==> config.mk <==
export PLATFORM = sky130hd
export DESIGN_NAME = matrix_op_sequencer
export DESIGN_NICKNAME = d
export VERILOG_FILES = /design/src/rtl/matrix_op_sequencer.sv
export SDC_FILE = /design/constraint.sdc
export NUM_CORES = 1
export LEC_CHECK = 0
export CAP_MARGIN = 20
export CELL_PAD_IN_SITES_DETAIL_PLACEMENT = 0
export CELL_PAD_IN_SITES_GLOBAL_PLACEMENT = 2
export CORE_ASPECT_RATIO = 1.5
export CORE_UTILIZATION = 41
export CTS_BUF_LIST = sky130_fd_sc_hd__clkbuf_8
export CTS_CLUSTER_DIAMETER = 120
export DETAILED_ROUTE_END_ITERATION = 8
export DONT_BUFFER_PORTS = 1
export PLACE_DENSITY = 0.86
export SKIP_CTS_REPAIR_TIMING = 1
export SLEW_MARGIN = 20
export SYNTH_ARGS = -nofsm -noshare
export SYNTH_HDL_FRONTEND = slang
export SYNTH_SLANG_ARGS = --single-unit
==> constraint.sdc <==
create_clock -name clk -period 4 [get_ports clk]
set_input_delay 0.8 -clock clk [delete_from_list [all_inputs] [get_ports clk]]
set_output_delay 0.8 -clock clk [all_outputs]
set_load 0.01 [all_outputs]
==> src/rtl/matrix_op_sequencer.sv <==
// ---------------------------------------------------------------------------
// matrix_op_sequencer : collects src1/op/src2/dest, runs the ALU under a watchdog, writes back. rev 1.0
// ---------------------------------------------------------------------------
`default_nettype none

module matrix_op_sequencer #(
  parameter int TIMEOUT = 255,
  parameter int CNT_W   = 8
) (
  input  logic       clk,
  input  logic       nrst,
  input  logic       is_reg,
  input  logic [1:0] reg_num,
  input  logic       is_op,
  input  logic [2:0] op_code,
  input  logic       is_clear,
  input  logic       alu_done,
  output logic       alu_start,
  output logic       alu_abort,
  output logic [2:0] alu_op,
  output logic [1:0] rd_addr_a,
  output logic [1:0] rd_addr_b,
  output logic       wr_en,
  output logic [1:0] wr_addr,
  output logic       busy,
  output logic       done,
  output logic       err
);

  localparam logic [2:0] S_IDLE      = 3'd0;
  localparam logic [2:0] S_OP_WAIT   = 3'd1;
  localparam logic [2:0] S_SRC2_WAIT = 3'd2;
  localparam logic [2:0] S_DEST_WAIT = 3'd3;
  localparam logic [2:0] S_START     = 3'd4;
  localparam logic [2:0] S_BUSY      = 3'd5;
  localparam logic [2:0] S_WRITE     = 3'd6;
  localparam logic [2:0] S_ERROR     = 3'd7;

  localparam logic [CNT_W-1:0] C_LAST = CNT_W'(TIMEOUT - 1);
  localparam logic [CNT_W-1:0] C_ONE  = CNT_W'(1);

  logic [2:0]       state, state_nxt;
  logic [1:0]       src1, src2, dest;
  logic [2:0]       op;
  logic [CNT_W-1:0] cnt;

  // Strobe priority: clear beats op beats reg.
  logic op_v, reg_v, op_bin, op_tr, timeout;
  assign op_v    = is_op & ~is_clear;
  assign reg_v   = is_reg & ~is_clear & ~is_op;
  assign op_bin  = (op_code <= 3'd2);
  assign op_tr   = (op_code == 3'd3);
  assign timeout = (cnt == C_LAST);

  always_ff @(posedge clk) begin
    if (!nrst) state <= S_IDLE;
    else       state <= state_nxt;
  end

  always_comb begin
    state_nxt = state;
    if (is_clear) begin
      state_nxt = S_IDLE;
    end else begin
      case (state)
        S_IDLE:      if (reg_v) state_nxt = S_OP_WAIT;
        S_OP_WAIT, S_SRC2_WAIT: begin
          if (op_v) begin
            if (op_tr)       state_nxt = S_DEST_WAIT;
            else if (op_bin) state_nxt = S_SRC2_WAIT;
            else             state_nxt = S_ERROR;
          end else if (reg_v && state == S_SRC2_WAIT) begin
            state_nxt = S_DEST_WAIT;
          end
        end
        S_DEST_WAIT: if (reg_v) state_nxt = S_START;
        S_START:     state_nxt = S_BUSY;
        S_BUSY: begin
          if (alu_done)     state_nxt = S_WRITE;
          else if (timeout) state_nxt = S_ERROR;
        end
        S_WRITE:     state_nxt = S_IDLE;
        default:     state_nxt = state;
      endcase
    end
  end

  always_comb begin
    alu_start = (state == S_START);
    alu_abort = (is_clear && (state == S_START || state == S_BUSY)) ||
                (!is_clear && state == S_BUSY && !alu_done && timeout);
    wr_en     = (state == S_WRITE);
    done      = (state == S_WRITE);
    err       = (state == S_ERROR);
    busy      = (state == S_START) || (state == S_BUSY) || (state == S_WRITE);
  end

  always_ff @(posedge clk) begin
    if (!nrst) begin
      src1 <= 2'd0;
      src2 <= 2'd0;
      dest <= 2'd0;
      op   <= 3'd0;
      cnt  <= '0;
    end else if (is_clear) begin
      src1 <= 2'd0;
      src2 <= 2'd0;
      dest <= 2'd0;
      op   <= 3'd0;
    end else begin
      case (state)
        S_IDLE:      if (reg_v) src1 <= reg_num;
        S_OP_WAIT, S_SRC2_WAIT: begin
          if (reg_v) begin
            if (state == S_OP_WAIT) src1 <= reg_num;
            else                    src2 <= reg_num;
          end else if (op_v && op_bin) begin
            op <= op_code;
          end else if (op_v && op_tr) begin
            op   <= 3'd3;
            src2 <= 2'd0;
          end
        end
        S_DEST_WAIT: if (reg_v) dest <= reg_num;
        S_START:     cnt <= '0;
        S_BUSY:      if (!alu_done && !timeout) cnt <= cnt + C_ONE;
        default: ;
      endcase
    end
  end

  assign alu_op    = op;
  assign rd_addr_a = src1;
  assign rd_addr_b = src2;
  assign wr_addr   = dest;

endmodule

`default_nettype wire

==> results of run 1 <==
==> power by group <==
part	switching (uW)	total, uW	internal [uW]	leakage (uW)
clock network	68.8	202	134	0.0000357
logic	11.3	19.7	8.38	0.000204
registers	3.81	204	200	0.000161
total	83.9	426	342	0.000401
==> worst paths after layout <==
path	endpoint	slack (ns)	cells after the start
max reg2reg	cnt[6]$_SDFFE_PN0P_	2.07	4
max	alu_abort	1.42	3
min	rd_addr_b[0]$_SDFFE_PP0P_	0.51	2
min reg2reg	rd_addr_b[0]$_SDFFE_PP0P_	0.51	2
==> cell usage after synthesis (2+ instances only) <==
cell,count
a21oi_1,8
clkbuf_1,5
dfxtp_1,20
ha_1,2
inv_1,4
mux2i_1,9
nand2_1,12
nand2b_1,2
nand3_1,7
nor2_1,12
nor2b_1,5
nor3_2,2
nor3b_1,3
nor4bb_1,2
o2111ai_1,2
o211ai_1,3
o21ai_0,8
o31ai_1,3
or3_1,2
==> flip-flops by register name (all words and copies together) (netlist names) <==
signal	count
state	3
rd_addr_b	2
wr_addr	2
cnt	8
rd_addr_a	2
alu_op	3
==> per-stage QoR <==
step	area, um2	util	std cells
CTS	1260	0.467	173
global route	1260	0.467	173
detailed placement	1190	0.440	169
finish	1260	0.467	173
global placement	1190	0.440	169
floorplan	1180	-	140
==> metal layers <==
| metal | vias up | routed length [um] | part of all wire | track usage |
|---|---|---|---|---|
| met4 | 0 | 34 | 0.013 | 0.0772 |
| met3 | 4 | 157 | 0.060 | 0.0348 |
| li1 | 506 | - | - | - |
| met1 | 457 | 1010 | 0.39 | 0.220 |
| met2 | 25 | 1420 | 0.54 | 0.346 |
| met5 | - | 0 | 0 | 0 |
==> worst min-delay path, cell delays in order, from the launching register on <==
cell	delay, ns
dfxtp_1	0.34
nand2_1	0.07
mux2i_1	0.06
==> layout make-up <==
type                       count  area share
multi-input combinational    108       0.578
sequential                    20       0.317
tap                           37      0.0367
clock buffer                   3      0.0327
clock inverter                 1      0.0238
inverter                       4      0.0119
==> cell families (layout without fill, tap and decap cells) <==
logic type | Yosys count | after routing | synth area share
AO/OA/AOI/OAI | 34 | 34 | 0.195
multiplexers | 9 | 9 | 0.0763
flip-flops | 20 | 20 | 0.339
XOR/XNOR | 2 | 2 | 0.0148
adder cells (fa/ha/maj) | 2 | 2 | 0.0212
buffers and inverters | 12 | 8 | 0.0434
AND/OR/NAND/NOR | 61 | 61 | 0.310
==> results by group, run 1 <==
Floorplan
  – Die width: 45.8 um
  – Die Y-Extent: roughly 68 um
  – Die ar.: between 3000 and 4000 um2
  – Number of I/O pins: 26
  – Initial Util: 0.437
  – Row cnt: 23
  – Core area: between 2000 and 3000 um2

STA
  – Unrepaired setup endpoints after global routing: false
  – WHS: approximately 0.5 ns
  – Final Critical Period: around 2.6 ns
  – Slew Viols, Final: 0
  – Hold Vio Cnt, Final: 0
  – Final setup vio count: 0
  – Setup TNS Final: 0 ns
  – Max Fclk: roughly 0.39 GHz
  – Worst Clk Skew: just under 0.006 ns
  – Worst slew pin tran: 0.698 ns
  – PnR worst setup slack: roughly 1.4 ns
  – Rel. slew slack: 0.532
  – Final Cycle Share: 0.645

Cells and area
  – Commonest non-fill, non-tap cells in the layout: dfxtp_1, nor2_1, nand2_1, mux2i_1
  – Fill cells: ~290
  – Multi-input gate area: 729 um2
  – Ant diodes: 0
  – Register Area: 400 um2
  – Area grow syn2layout: 6.89%
  – Most common cell after layout, fill and taps aside: dfxtp_1
  – Share of cells above drive strength 1: 0.103
  – Nets@finish: 150

Global routing
  – Total track usage: 0.194
  – Initial antenna violation count: 0
  – First-pass GRT wire length: 4380 um
  – Vias in the first global route: 950
  – Largest net degree at the start of global routing: 19
  – Grt total ovfl: 0

Run status
  – Run status: complete, no violations

Power
  – PD cells: 337 nW/um2
  – Total power: 426 uW
  – P_leak: approximately 0.00040 uW
  – Maximum vdd drop: between 150 and 200 uV

Synth
  – Synth unique cells: 48
  – Cells after synthesis: 140
  – Sequential element share of the synthesized area: 0.339
  – Top FF cell, synth: dfxtp_1
  – Yosys top cell area share: 0.339
  – Share of flip-flops with an asynchronous set or reset: 0
  – Syn Area/Cell: approximately 8.4 um2
  – Syn_nets: ~150
  – Yosys top cell by area: dfxtp_1
  – Dominant cells by area after synthesis: dfxtp_1, mux2i_1, nand2_1
  – Seq cells post-synth: 20
  – Yosys warning total: 0
  – EDFF count, synth: 0
  – Synthesized cell area: approximately 1200 um2

Drt
  – Vias: between 900 and 1000
  – DRT iter0 DRCs: 34
  – Initial DRT Pass Iterations: 4
  – DR DRC count: 0
  – WL final: approximately 2600 um
  – WL per Instance: between 15 and 20 um
  – Remaining antenna violation count after routing: 0
  – Routed vias/inst: between 5 and 6

Clock tree
  – # clock sinks: 20
  – CTS Buffer Depth: 2
  – Clock-pin slew on the worst setup and hold paths: approximately 0.080 ns
  – CTS Buf Count: 3
  – CTS tree: done
  – Root Driver: clkbuf_8
  – H-tree depth: 1
  – Clock Latency Late Sink: around 0.26 ns

Placement
  – HPWL Detailed: about 2000 um
  – PortBufs: 0
  – Dpl ws: 1.61 ns
  – GPL Wtd Cong: 0.824

Setup path
  – CP Capture Type: primary output
  – Req. time, crit path: about 3.2 ns
  – Critical-path cell list: nor4bb_1, nand2_1, mux2i_1
  – Critical Path AT: around 1.8 ns
  – R2r startpoint: state[2]$_SDFFE_PP0P_
  – Slowest CP cell: dfxtp_1
  – Crit path buf inv count: 0
  – Crit path max-delay family: flip-flops
  – Worst-path maximum fanout: 16
  – Worst path max stage delay: between 0.6 and 0.7 ns
  – Worst setup SP type: flop
  – Critical path startpoint: state[2]$_SDFFE_PP0P_
  – Crit Path Class: flop to primary output

Hold path
  – HP Class: flop to flop
  – Hold Path Origin: rd_addr_b[0]$_SDFFE_PP0P_

Job
  – Max-cap viol count: 0
Note: power is estimated with default switching activity, not from simulation.
==> run 2: changes to the inputs <==
- ABC_AREA: unset -> 1
- CORE_UTILIZATION: 41 -> 31
- PLACE_DENSITY: 0.86 -> 0.77
- clock period: 4 -> 2.1 ns (I/O delays scaled with it)
==> results by group, run 2 <==
Run status
  – Run status: complete, no violations

STA
  – Final Cycle Share: 0.860
  – Slew Viols, Final: 0 (unchanged)
  – Unrepaired setup endpoints after global routing: false
  – Final setup vio count: 0 (unchanged)
  – Max Fclk: 0.554 GHz
  – Worst slew pin tran: 0.395 ns (-0.303 ns)
  – Hold Vio Cnt, Final: 0 (unchanged)
  – Worst Clk Skew: 0.00239 ns (-0.00342 ns)
  – Setup TNS Final: 0 ns (unchanged)
  – Final Critical Period: between 1.5 and 2 ns
  – Rel. slew slack: 0.735 (+0.202)

Synth
  – Sequential element share of the synthesized area: 0.328 (-0.0114)
  – Yosys top cell area share: 0.328 (-0.0114)
  – Synth unique cells: 25 (-48%)
  – Cells after synthesis: 193 (+38%)
  – Yosys top cell by area: dfxtp_1
  – Yosys warning total: 0 (unchanged)
  – EDFF count, synth: 0 (unchanged)
  – Dominant cells by area after synthesis: dfxtp_1, nand2_1, nor2_1
  – Share of flip-flops with an asynchronous set or reset: 0 (unchanged)
  – Top FF cell, synth: dfxtp_1
  – Synthesized cell area: 1220 um2 (+3.5%)
  – Count leader, synth: nand2_1
  – Seq cells post-synth: 20 (unchanged)
  – Most frequent cells after synthesis: nand2_1, nor2_1, inv_1
  – Syn Area/Cell: 6.33 um2 (-25%)
  – Syn_nets: 206 (+35%)

Clock tree
  – H-tree depth: 1 (unchanged)
  – CTS Buf Count: 3 (unchanged)
  – CTS tree: done
  – Clock Latency Late Sink: 0.26 ns (about the same)
  – Clock-pin slew on the worst setup and hold paths: 0.08 ns (about the same)
  – CTS Buffer Depth: 2 (unchanged)
  – # clock sinks: 20 (unchanged)
  – Root Driver: clkbuf_8

Cells and area
  – Most common cell after layout, fill and taps aside: nand2_1
  – Fill cells: 424 (+47%)
  – Commonest non-fill, non-tap cells in the layout: nand2_1, nor2_1, inv_1, dfxtp_1, nand3_1
  – Area grow syn2layout: 10.4%
  – Share of cells above drive strength 1: 0.0964 (-0.00649)
  – Largest Register: cnt
  – Post-layout util: 0.363 (-0.103)
  – Max reg flops: 8 (unchanged)
  – Ant diodes: 0 (unchanged)
  – Nets@finish: 211 (+41%)

Floorplan
  – Row cnt: 27 (+17%)
  – Core area: 3720 um2 (+37%)
  – Number of I/O pins: 26 (unchanged)
  – Die width: 53.3 um (+16%)
  – Die Y-Extent: 78.9 um (+16%)
  – Die ar.: 4200 um2 (+35%)
  – Initial Util: 0.329 (-0.108)

Drt
  – WL final: 2950 um (+12%)
  – WL per Instance: 12.3 um (-19%)
  – DRT iter0 DRCs: 22 (-35%)
  – Routed vias/inst: 4.84 (-16%)
  – Vias: 1162 (+17%)
  – Remaining antenna violation count after routing: 0 (unchanged)
  – DR DRC count: 0 (unchanged)
  – Initial DRT Pass Iterations: 4 (unchanged)

Global routing
  – Initial antenna violation count: 0 (unchanged)
  – Largest net degree at the start of global routing: 13 (-6)
  – Total track usage: 0.156 (-0.0381)
  – Vias in the first global route: 1105 (+16%)
  – Grt total ovfl: 0 (unchanged)
  – First-pass GRT wire length: 4830 um (+10%)

Setup path
  – Critical Path AT: 1.39 ns (-0.39 ns)
  – CP Capture Type: primary output
  – R2R cell count: 9 (+5)
  – Worst-path maximum fanout: 4 (-12)
  – Req. time, crit path: 1.68 ns (-1.52 ns)
  – Worst setup SP type: flop
  – Crit Path Class: flop to primary output

Hold path
  – Worst Hold Path Cells: 2 (unchanged)
  – HP Class: input pin to flop

Power
  – PD cells: 704 nW/um2 (+110%)
  – P_leak: 0.000570 uW (+42%)
  – Maximum vdd drop: 377 uV (+91%)

Placement
  – PortBufs: 0 (unchanged)
  – GPL Wtd Cong: 0.855 (+3.8%)
  – HPWL Detailed: 2440 um (+23%)

Job
  – Max-cap viol count: 0 (unchanged)
## run 2: cell count changes after synthesis, moves of 7 or more
cell     change
mux2i_1      -9
nand3_1      +7
nor2_1      +25
nand2_1     +43
inv_1       +18
## run 2: critical path: stages, from the launching register on
cell     delay (ns)
dfxtp_1        0.38
inv_1          0.07
ha_1           0.19
nand2_1        0.06
nor2_1         0.04
nand2_1        0.12
inv_1          0.05
nand3_1        0.05
o21ai_0        0.16
## run 2: cell families after synthesis
kind of cell / count (synthesis) / share of synthesized area
AOI/OAI and AO/OA: 22 / 0.0972
xor gates and xnor gates: 1 / 0.00717
adders and majority gates: 2 / 0.0205
buffers and inverters: 27 / 0.0901
DFF: 20 / 0.328
and+or+nand+nor: 121 / 0.458
## run 2: routing by layer
layer,GRT usage,wire length [um],up-vias,share of wire
met3,0.0268,134,4,0.045
met5,0,0,-,0
met2,0.285,1680,21,0.57
met1,0.163,1070,524,0.36
li1,-,-,613,-
met4,0.0737,63,0,0.021
## run 2: final timing paths
kind | endpoint | startpoint | slack [ns]
worst max-delay path | alu_abort | cnt[0]$_SDFFE_PN0P_ | 0.29
worst min-delay path | wr_addr[0]$_SDFFE_PP0P_ | reg_num[0] | 0.30
worst max register to register | cnt[6]$_SDFFE_PN0P_ | state[1]$_SDFFE_PP0P_ | 0.69
worst min register to register | alu_op[2]$_SDFFE_PP0P_ | alu_op[2]$_SDFFE_PP0P_ | 0.49
## run 2: area by class of cell
cell class	instances	area (um2)	share of cell area
Clock buffer	3	41.3	0.0306
Clock inverter	1	30.0	0.0222
Inverter	24	90.1	0.0667
Multi-Input combinational cell	146	712	0.527
Sequential cell	20	400	0.297
Tap cell	43	53.8	0.0399
Timing Repair Buffer	3	22.5	0.0167
## run 2: stage by stage
stage / setup WS (ns) / cell area, um2 / cells / power (uW) / hold slack (ns)
floorplan: 0.571 / 1220 / 193 / 540 / 0.466
global placement: 0.580 / 1280 / 236 / 577 / 0.478
detailed placement: 0.565 / 1280 / 236 / 576 / 0.484
CTS: 0.267 / 1350 / 240 / 970 / 0.294
global route: 0.137 / 1350 / 240 / 1010 / 0.306
finish: 0.295 / 1350 / 240 / 951 / 0.301
## run 2: power by group
part	switching, uW	total, uW	internal, uW	leakage, uW
sequential	15.2	404	389	0.000161
combinational	108	160	52.1	0.000373
clock	132	386	254	0.0000357
==> run 3: changes to the inputs <==
- CORE_ASPECT_RATIO: 1.5 -> unset
- CORE_MARGIN: unset -> 2
==> results by group, run 3 (synthesized netlist as in run 2, its figures left out) <==
Run status
  – Run status: complete, no violations

Cells and area
  – Ant diodes: 0 (unchanged)
  – Area grow syn2layout: 10.3% (about the same)
  – Fill cells: 422 (-0.47%)
  – Max reg flops: 8 (unchanged)
  – Share of cells above drive strength 1: 0.0918 (-0.00461)
  – Largest Register: cnt
  – Commonest non-fill, non-tap cells in the layout: nand2_1, nor2_1, inv_1, dfxtp_1, nand3_1
  – Most common cell after layout, fill and taps aside: nand2_1
  – Layout Cells excl Fill: 244 (+1.7%)
  – Nets@finish: 210 (-0.47%)

Clock tree
  – Clock-pin slew on the worst setup and hold paths: 0.08 ns (about the same)
  – CTS tree: done
  – Root Driver: clkbuf_8
  – H-tree depth: 1 (unchanged)
  – # clock sinks: 20 (unchanged)
  – Clock Latency Late Sink: 0.27 ns (about the same)
  – CTS Buffer Depth: 2 (unchanged)
  – CTS Buf Count: 3 (unchanged)

Setup path
  – Worst path max stage delay: 0.38 ns (about the same)
  – Slowest CP cell: dfxtp_1
  – Critical-path cell list: inv_1, ha_1, nand2_1, nor2_1, nand2_1, inv_1, nand3_1, o21ai_0
  – Worst setup SP type: flop
  – Worst-path maximum fanout: 4 (unchanged)
  – Critical Path AT: 1.47 ns (+0.08 ns)
  – Crit Path Class: flop to primary output
  – CP Capture Type: primary output
  – Req. time, crit path: 1.68 ns (about the same)

STA
  – Unrepaired setup endpoints after global routing: false
  – Worst Clk Skew: 0.00150 ns (-0.000890 ns)
  – Final setup vio count: 0 (unchanged)
  – Final Critical Period: 1.89 ns (+0.0800 ns)
  – Setup TNS Final: 0 ns (unchanged)
  – Final Cycle Share: 0.898 (+0.0381)
  – Max Fclk: 0.530 GHz (-4.2%)
  – Worst slew pin tran: 0.461 ns (+0.0663 ns)
  – Rel. slew slack: 0.689 (-0.0452)
  – Hold Vio Cnt, Final: 0 (unchanged)
  – Slew Viols, Final: 0 (unchanged)

Global routing
  – Largest net degree at the start of global routing: 14 (+1)
  – First-pass GRT wire length: 4930 um (+2.1%)
  – Grt total ovfl: 0 (unchanged)
  – Vias in the first global route: 1103 (-0.18%)
  – Initial antenna violation count: 0 (unchanged)
  – Total track usage: 0.146 (-0.00990)

Drt
  – Remaining antenna violation count after routing: 0 (unchanged)
  – Routed vias/inst: 4.64 (-4.2%)
  – WL per Instance: 11.6 um (-5.5%)
  – Vias: 1132 (-2.6%)
  – WL final: 2840 um (-3.9%)
  – DRT iter0 DRCs: 40 (+82%)
  – DR DRC count: 0 (unchanged)
  – Initial DRT Pass Iterations: 4 (unchanged)

Job
  – Max-cap viol count: 0 (unchanged)

Placement
  – Cell count after placement: 240 (+1.7%)
  – HPWL Detailed: 2320 um (-5.0%)
  – PortBufs: 0 (unchanged)
  – GPL Wtd Cong: 0.741 (-13%)

Floorplan
  – Initial Util: 0.329 (unchanged)
  – Die width: 66.8 um (+25%)
  – Core area: 3720 um2 (unchanged)
  – Number of I/O pins: 26 (unchanged)
  – Row cnt: 22 (-19%)
  – Die ar.: 4460 um2 (+6.1%)
  – Die Y-Extent: 66.8 um (-15%)

Power
  – PD cells: 712 nW/um2 (+1.1%)
  – Maximum vdd drop: 244 uV (-35%)
  – P_leak: 0.000565 uW (-0.84%)

Hold path
  – HP Class: input pin to flop
==> run 3: path summary, 6_finish.rpt <==
kind | start | endpoint | slack, ns | cells after the start
worst max-delay path | cnt[0]$_SDFFE_PN0P_ | alu_abort | 0.21 | 8
worst min-delay path | reg_num[0] | wr_addr[0]$_SDFFE_PP0P_ | 0.30 | 2
worst max register to register | state[0]$_SDFFE_PP0P_ | cnt[6]$_SDFFE_PN0P_ | 0.65 | 9
worst min register to register | alu_op[2]$_SDFFE_PP0P_ | alu_op[2]$_SDFFE_PP0P_ | 0.49 | 2
==> run 3: stage by stage <==
stage               cell area (um2)  power [uW]   util  hold WS, ns  setup WS [ns]
global route                   1350        1010  0.363        0.311         0.0868
floorplan                      1220         540      -        0.466          0.571
finish                         1350         960  0.363        0.297          0.215
detailed placement             1280         573  0.344        0.481          0.374
CTS                            1350         972  0.363        0.295          0.170
global placement               1280         573  0.344        0.483          0.402
==> run 3: layout make-up <==
type	count	area, um2	share of cell area
inverters	24	90.1	0.0668
multi-input cells	146	712	0.528
flip-flops and latches	20	400	0.297
repair buffers	2	15.0	0.0111
well taps	48	60.1	0.0445
clock buffers	3	41.3	0.0306
clock inverters	1	30.0	0.0223
==> run 3: where the power goes <==
| part | internal (uW) | switching [uW] | leakage [uW] |
|---|---|---|---|
| Sequential | 389 | 15.6 | 0.000161 |
| Combinational | 50.8 | 107 | 0.000368 |
| Clock | 255 | 143 | 0.0000357 |
| Total | 695 | 265 | 0.000565 |
==> run 3: worst max-delay path, delay by kind of cell, from the launching register on <==
| kind | cells | cell delay [ns] |
|---|---|---|
| AND/OR/NAND/NOR | 4 | 0.30 |
| adder cells (fa/ha/maj) | 1 | 0.19 |
| flip-flops | 1 | 0.38 |
| buffers and inverters | 2 | 0.13 |
| AO/OA/AOI/OAI | 1 | 0.19 |
==> run 3: routing by layer <==
metal  GRT usage  vias up  part of all wire  routed length (um)
met3      0.0490        2             0.065                 185
li1            -      612                 -                   -
met5           0        -                 0                   0
met1       0.163      502              0.42                1190
met4      0.0536        0            0.0095                  27
met2       0.256       16              0.51                1440
